$ cat config.mk
export PLATFORM = sky130hd
export DESIGN_NAME = fx3_vec_responder_flat
export DESIGN_NICKNAME = d
export VERILOG_FILES = /design/src/rtl/fx3_vec_responder_pkg.sv /design/src/rtl/fx3_vec_responder_if.sv /design/src/rtl/fx3_vec_responder_sat_cnt.sv /design/src/rtl/fx3_vec_responder.sv /design/src/flat_wrapper.sv
export SDC_FILE = /design/constraint.sdc
export NUM_CORES = 1
export LEC_CHECK = 0
export CORE_ASPECT_RATIO = 0.75
export CORE_UTILIZATION = 42
export CTS_CLUSTER_DIAMETER = 30
export DETAILED_ROUTE_END_ITERATION = 8
export PLACE_DENSITY = 0.71
export SLEW_MARGIN = 25
export SYNTH_ARGS = -nofsm -noshare
export SYNTH_HDL_FRONTEND = slang
export SYNTH_SLANG_ARGS = --single-unit
$ cat constraint.sdc
create_clock -name clk -period 1.7 [get_ports clk]
set_input_delay 0.34 -clock clk [delete_from_list [all_inputs] [get_ports clk]]
set_output_delay 0.34 -clock clk [all_outputs]
set_load 0.005 [all_outputs]
$ cat src/rtl/fx3_vec_responder_pkg.sv
// fx3_vec_responder_pkg: shared state encoding and bus defaults for the fx3 vector responder
//   FX3_DW        default data bus width
//   FX3_RESP_KEY  default XOR key applied to the captured vector
//   fx3_state_e   responder handshake states
package fx3_vec_responder_pkg;
    localparam int FX3_DW = 23;
    localparam logic [FX3_DW-1:0] FX3_RESP_KEY = 23'h2AAAAA;
    typedef enum logic [1:0] {
        ST_IDLE    = 2'd0,
        ST_WAIT    = 2'd1,
        ST_ACK     = 2'd2,
        ST_RELEASE = 2'd3
    } fx3_state_e;
endpackage

$ cat src/rtl/fx3_vec_responder_if.sv
// fx3_vec_responder_if: intr/ack vector handshake bus between sequencer (master) and responder (slave)
//   intr      request, vector valid while high
//   data_out  vector from initiator
//   ack       acknowledge, response valid while high
//   data_in   response vector to initiator
interface fx3_vec_responder_if #(parameter int DW = 23);
    logic          intr;
    logic [DW-1:0] data_out;
    logic          ack;
    logic [DW-1:0] data_in;
    modport master (output intr, data_out, input ack, data_in);
    modport slave (input intr, data_out, output ack, data_in);
endinterface

$ cat src/rtl/fx3_vec_responder_sat_cnt.sv
// fx3_sat_cnt: W-bit saturating up-counter with synchronous clear taking priority over increment
//   clk/arst  clock, asynchronous active-low reset
//   clr_i     synchronous clear
//   inc_i     increment request, ignored at all-ones
//   cnt_o     counter value
module fx3_sat_cnt #(
    parameter int W = 16
) (
    input  logic         clk,
    input  logic         arst,
    input  logic         clr_i,
    input  logic         inc_i,
    output logic [W-1:0] cnt_o
);
    logic [W-1:0] cnt_q, cnt_d;

    always_comb cnt_d = clr_i ? '0 : (inc_i && !(&cnt_q)) ? cnt_q + 1'b1 : cnt_q;

    always_ff @(posedge clk or negedge arst)
        if (!arst) cnt_q <= '0;
        else       cnt_q <= cnt_d;

    assign cnt_o = cnt_q;
endmodule

$ cat src/rtl/fx3_vec_responder.sv
// fx3_vec_responder: responder end of the intr/ack vector handshake, answers vector ^ RESP_KEY after RESP_DLY
//   clk/arst     clock, asynchronous active-low reset
//   ena_i        gates acceptance of new requests in IDLE only
//   clr_i        synchronous clear of txn_cnt_o and proto_err_o
//   err_inj_i    (FX3_RESP_ERR_INJ_EN only) invert response bit 0 of the transaction captured this edge
//   bus          slave side of the intr/data_out/ack/data_in handshake
//   busy_o       high outside IDLE
//   txn_cnt_o    completed handshakes, saturating
//   proto_err_o  sticky: intr dropped before ack
// Optional feature macro: FX3_RESP_ERR_INJ_EN
module fx3_vec_responder
    import fx3_vec_responder_pkg::*;
#(
    parameter int              DW       = FX3_DW,
    parameter logic [DW-1:0]   RESP_KEY = FX3_RESP_KEY,
    parameter int              RESP_DLY = 4,
    parameter int              CNT_W    = 16
) (
    input  logic              clk,
    input  logic              arst,
    input  logic              ena_i,
    input  logic              clr_i,
`ifdef FX3_RESP_ERR_INJ_EN
    input  logic              err_inj_i,
`endif
    fx3_vec_responder_if.slave bus,
    output logic              busy_o,
    output logic [CNT_W-1:0]  txn_cnt_o,
    output logic              proto_err_o
);
    localparam logic [7:0] DLY_LD = 8'(RESP_DLY);

    fx3_state_e    state_q, state_d;
    logic [7:0]    dly_q, dly_d;
    logic [DW-1:0] cap_q, cap_d;
    logic [DW-1:0] data_in_q, data_in_d;
    logic          ack_q, ack_d;
    logic          perr_q, perr_d;
    logic          accept, inc;
    logic [DW-1:0] cap_src;

`ifdef FX3_RESP_ERR_INJ_EN
    // the injected flip rides along with the captured vector
    assign cap_src = bus.data_out ^ DW'(err_inj_i);
`else
    assign cap_src = bus.data_out;
`endif

    assign accept = (state_q == ST_IDLE) && ena_i && bus.intr;

    always_ff @(posedge clk or negedge arst)
        if (!arst) state_q <= ST_IDLE;
        else       state_q <= state_d;

    always_comb begin
        state_d = state_q;
        case (state_q)
            ST_IDLE:    state_d = accept ? ST_WAIT : ST_IDLE;
            ST_WAIT:    state_d = !bus.intr ? ST_IDLE : (dly_q == 8'd0) ? ST_ACK : ST_WAIT;
            ST_ACK:     state_d = !bus.intr ? ST_RELEASE : ST_ACK;
            ST_RELEASE: state_d = ST_IDLE;
            default:    state_d = ST_IDLE;
        endcase
    end

    always_comb begin
        cap_d     = accept ? cap_src : cap_q;
        dly_d     = accept ? DLY_LD
                  : (state_q == ST_WAIT && bus.intr && dly_q != 8'd0) ? dly_q - 8'd1 : dly_q;
        ack_d     = (state_d == ST_ACK);
        // response is formed once on WAIT->ACK; data_out changes during ACK never reach it
        data_in_d = (state_q == ST_WAIT && state_d == ST_ACK) ? cap_q ^ RESP_KEY : data_in_q;
        // a same-edge violation beats clr so no error is ever lost
        perr_d    = (state_q == ST_WAIT && !bus.intr) ? 1'b1 : clr_i ? 1'b0 : perr_q;
        inc       = (state_q == ST_ACK) && !bus.intr;
    end

    always_ff @(posedge clk or negedge arst)
        if (!arst) begin
            dly_q     <= '0;
            cap_q     <= '0;
            data_in_q <= '0;
            ack_q     <= 1'b0;
            perr_q    <= 1'b0;
        end else begin
            dly_q     <= dly_d;
            cap_q     <= cap_d;
            data_in_q <= data_in_d;
            ack_q     <= ack_d;
            perr_q    <= perr_d;
        end

    fx3_sat_cnt #(.W(CNT_W)) u_cnt (
        .clk   (clk),
        .arst  (arst),
        .clr_i (clr_i),
        .inc_i (inc),
        .cnt_o (txn_cnt_o)
    );

    assign bus.ack     = ack_q;
    assign bus.data_in = data_in_q;
    assign busy_o      = (state_q != ST_IDLE);
    assign proto_err_o = perr_q;
endmodule
$ cat src/flat_wrapper.sv
// flat-port wrapper written by rule: the top's interface ports become plain ports
module fx3_vec_responder_flat import fx3_vec_responder_pkg::*;
#(
    parameter int              DW       = FX3_DW,
    parameter logic [DW-1:0]   RESP_KEY = FX3_RESP_KEY,
    parameter int              RESP_DLY = 4,
    parameter int              CNT_W    = 16
)
  (clk, arst, ena_i, clr_i, busy_o, txn_cnt_o, proto_err_o, bus_intr, bus_data_out, bus_ack, bus_data_in);
  fx3_vec_responder_if #(.DW(DW)) bus_i ();
  input  logic clk;
  input  logic arst;
  input  logic ena_i;
  input  logic clr_i;
  output logic busy_o;
  output logic [CNT_W-1:0] txn_cnt_o;
  output logic proto_err_o;
  input wire logic [$bits(bus_i.intr)-1:0] bus_intr;
  input wire logic [$bits(bus_i.data_out)-1:0] bus_data_out;
  output wire logic [$bits(bus_i.ack)-1:0] bus_ack;
  output wire logic [$bits(bus_i.data_in)-1:0] bus_data_in;
  assign bus_i.intr = bus_intr;
  assign bus_i.data_out = bus_data_out;
  assign bus_ack = bus_i.ack;
  assign bus_data_in = bus_i.data_in;
  fx3_vec_responder #(.DW(DW), .RESP_KEY(RESP_KEY), .RESP_DLY(RESP_DLY), .CNT_W(CNT_W)) u_core (.clk(clk), .arst(arst), .ena_i(ena_i), .clr_i(clr_i), .bus(bus_i), .busy_o(busy_o), .txn_cnt_o(txn_cnt_o), .proto_err_o(proto_err_o));
endmodule
==> summary.md <==
| Metric | Value |
|---|---|
| RSZ-0062 raised after global routing | `yes` |
| Top post-synthesis cells by area | `dfrtp_1 (58%), mux2_2 (13%), o21ai_0 (2.3%)` |
| Area growth, synth to finish | `50.0%` |
| Crit-path max cell delay | `approximately 480 ps` |
| Fin. Hold Viols | `0` |
| Peak VDD IR | `around 0.84 mV` |
| Fmax | `approximately 0.57 GHz` |
| Post-synth EDFFs | `0` |
| Most common cell after layout, fill and taps aside | `dfrtp_1` |
| Core area | `7360 um2` |
| Final slew viol count | `0` |
| Remaining DRCs | `0` |
| Fin crit period | `~1700 ps` |
| Drt wl/cell | `roughly 16 um` |
| First-pass GRT wire length | `about 12,000 um` |
| Die Width | `~100 um` |
| CP Data Required Time | `slightly below 2000 ps` |
| Initial Utilization | `0.436` |
| Final Skew | `9.38 ps` |
| # rows | `27` |
| Post-Syn Instances | `around 260` |
| Commonest non-fill, non-tap cells in the layout | `dfrtp_1 (70), clkdlybuf4s50_1 (56), mux2_2 (36), buf_4 (36), nand2_1 (16)` |
| Total Die Area | `8010 um2` |
| Crit-path slowest cell | `or4_4` |
| Pwr/cell area | `~1300 nW/um2` |
| Asr flop ratio synth | `1.00` |
| Vias in the first global route | `approximately 2,500` |
| Mapped Nets | `~290` |
| Setup TNS | `-98.8 ps` |
| Worst hold path type | `input pin to flip-flop` |
| Final worst slack | `-43.2 ps` |
| Clock tree buffer depth | `2` |
| Leakage power | `0.00223 uW` |
| Syn Area/Cell | `~12 um2` |
| Final ANT Viol Nets | `0` |
| Final instance area | `about 4800 um2` |
| PortBufs | `69` |
| Total iterations of the first detailed-routing run | `4` |
| YS warnings | `0` |
| Pre-CTS setup slack | `-391 ps` |
| Seq cells post-synth | `between 70 and 80` |
| GRT overflow | `0` |
| I/O Pins | `70` |
| Critical path class | `flip-flop to flip-flop` |
| TritonCTS clock tree | `yes` |
| Top-area cell type share of the netlist area | `0.576` |
| Largest net degree at the start of global routing | `between 40 and 50` |
| Final WL | `7720 um` |
| Placed insts | `around 460` |
| Initial antenna violation count | `0` |
| Worst Setup Start Kind | `flip-flop` |
| Ant. Diodes | `0` |
| Critical Path AT | `2020 ps` |
| Gr usage total | `0.195` |
| HPWL after detailed placement | `5150 um` |
| CTS H-tree depth | `3` |
| Sequential area share after synthesis | `0.576` |
| Gpl congestion | `0.847` |
| Num Clock Sinks | `between 70 and 80` |
| Distinct cells, synth | `42` |
| Worst-path clk slew | `about 80 ps` |
| Via count | `~2,600` |
| Synth Cell Area | `~3200 um2` |
| Drt initial violations | `74` |
| Cell taking the most area after synthesis | `dfrtp_1` |
| Relative slew slack | `0.710` |
| Slew @ Worst Pin | `~430 ps` |
| Placed cell area | `between 4000 and 5000 um2` |
| Layout cells sized above 1 | `0.363` |
| Filler-free cell count of the finished design | `between 400 and 500` |
| FF-to-FF path depth | `5` |
| Status | `finished, violations left` |
| Die height | `between 70 and 80 um` |
| # nets final | `~420` |
| CP max FO | `5` |
| Fin crit share | `1.03` |
| Crit path cell chain | `nor3b_4 > buf_6 > nand3_4 > or4_4 > a21oi_2` |
| Endpoints failing setup | `6` |
| Via/cell ratio | `approximately 5.2` |
| Max-cap violation count | `0` |
| Clock buffer count from CTS | `9` |
| Hold Path Depth | `3` |
| Later-pin clock latency in the skew report | `350 ps` |
| Clk root buf | `clkbuf_8` |
| Violated checks | `negative setup slack` |
| Main flop type after synthesis | `dfrtp_1` |
| Critical Path End Type | `flip-flop` |
==> flip-flops by register name (all words and copies together), names as in the netlist <==
name / cells
u_core.dly_q: 8
u_core.u_cnt.cnt_o: 16
u_core.state_q: 2
u_core.cap_q: 23
u_core.bus.data_in: 23
u_core.proto_err_o: 1
u_core.bus.ack: 1
==> critical path, delay by kind of cell (launching register included) <==
kind | cells | cell delay (ps)
AO/OA/AOI/OAI | 1 | 120
flip-flops | 1 | 420
AND/OR/NAND/NOR | 3 | 940
buffers and inverters | 1 | 190
==> area by class of cell <==
type / instances / area [um2]
clock buffers: 10 / 138
multi-input cells: 172 / 1400
inverters: 8 / 30.0
fillers: 582 / 2550
repair buffers: 121 / 1200
clock inverters: 6 / 65.1
flip-flops and latches: 74 / 1860
well taps: 101 / 126
==> worst paths after layout <==
| check | startpoint | endpoint | slack (ps) |
|---|---|---|---|
| max in group asynchronous | arst | u_core.u_cnt.cnt_o[6] | 610 |
| worst max register to register | u_core.state_q[1] | u_core.u_cnt.cnt_o[7] | -40 |
| min in group asynchronous | arst | u_core.bus.data_in[13] | 470 |
| worst min register to register | u_core.cap_q[21] | u_core.bus.data_in[21] | 460 |
| worst min-delay path | bus_intr | u_core.proto_err_o | 430 |
| worst max-delay path | u_core.state_q[1] | u_core.u_cnt.cnt_o[7] | -40 |
==> cells by family after synthesis <==
group / count (synthesis) / synth area share
XOR/XNOR: 6 / 0.0164
flip-flops: 74 / 0.576
multiplexers: 38 / 0.132
AO/OA/AOI/OAI: 45 / 0.0868
AND/OR/NAND/NOR: 81 / 0.158
buffers and inverters: 18 / 0.0226
adder cells (fa/ha/maj): 2 / 0.00779
==> through the flow <==
stage                     total power (uW)  hold slack [ps]  utilization
after CTS                             6220              462        0.627
after detailed placement              4800              320        0.590
after global placement                4720              311        0.590
after global routing                  6610              437        0.654
final                                 6220              433        0.654
after floorplan                       3680             44.4            -
==> cell usage after synthesis, types with 2 or more instances <==
cell	instances
dfrtp_1	74
mux2i_1	2
nand3_1	6
or3_1	6
and4_1	3
a21oi_1	11
xor2_1	4
or4_1	7
and3_1	2
xnor2_1	2
ha_1	2
nand2_1	17
nand2b_1	4
nor2_1	12
nor3_1	4
nand4_1	7
inv_1	8
o31ai_1	8
a211oi_1	4
buf_2	3
o21ai_0	15
nor3b_1	2
mux2_2	36
nand3_2	2
clkbuf_1	6
==> where the power goes <==
part	internal [uW]	switching, uW	leakage (uW)
combinational	1330	731	0.00118
clock	720	670	0.000103
sequential	2400	370	0.000942
==> repair_timing <==
item	in CTS	in global routing
pin swaps	3	21
hold buffers	1	0
setup endpoints to repair	11	31
hold endpoints to repair	32	0
resized for setup	12	47
buffers inserted	5	7
==> per-layer routing <==
metal  up-vias  track usage  wire (um)  share of wire
met5         -            0          0              0
met4         0       0.0549         86          0.011
met3        11       0.0667        479          0.062
met2        74        0.296       3580           0.46
met1      1251        0.266       3580           0.46
li1       1219            -          -              -
Power figures use the tool's default switching activity.
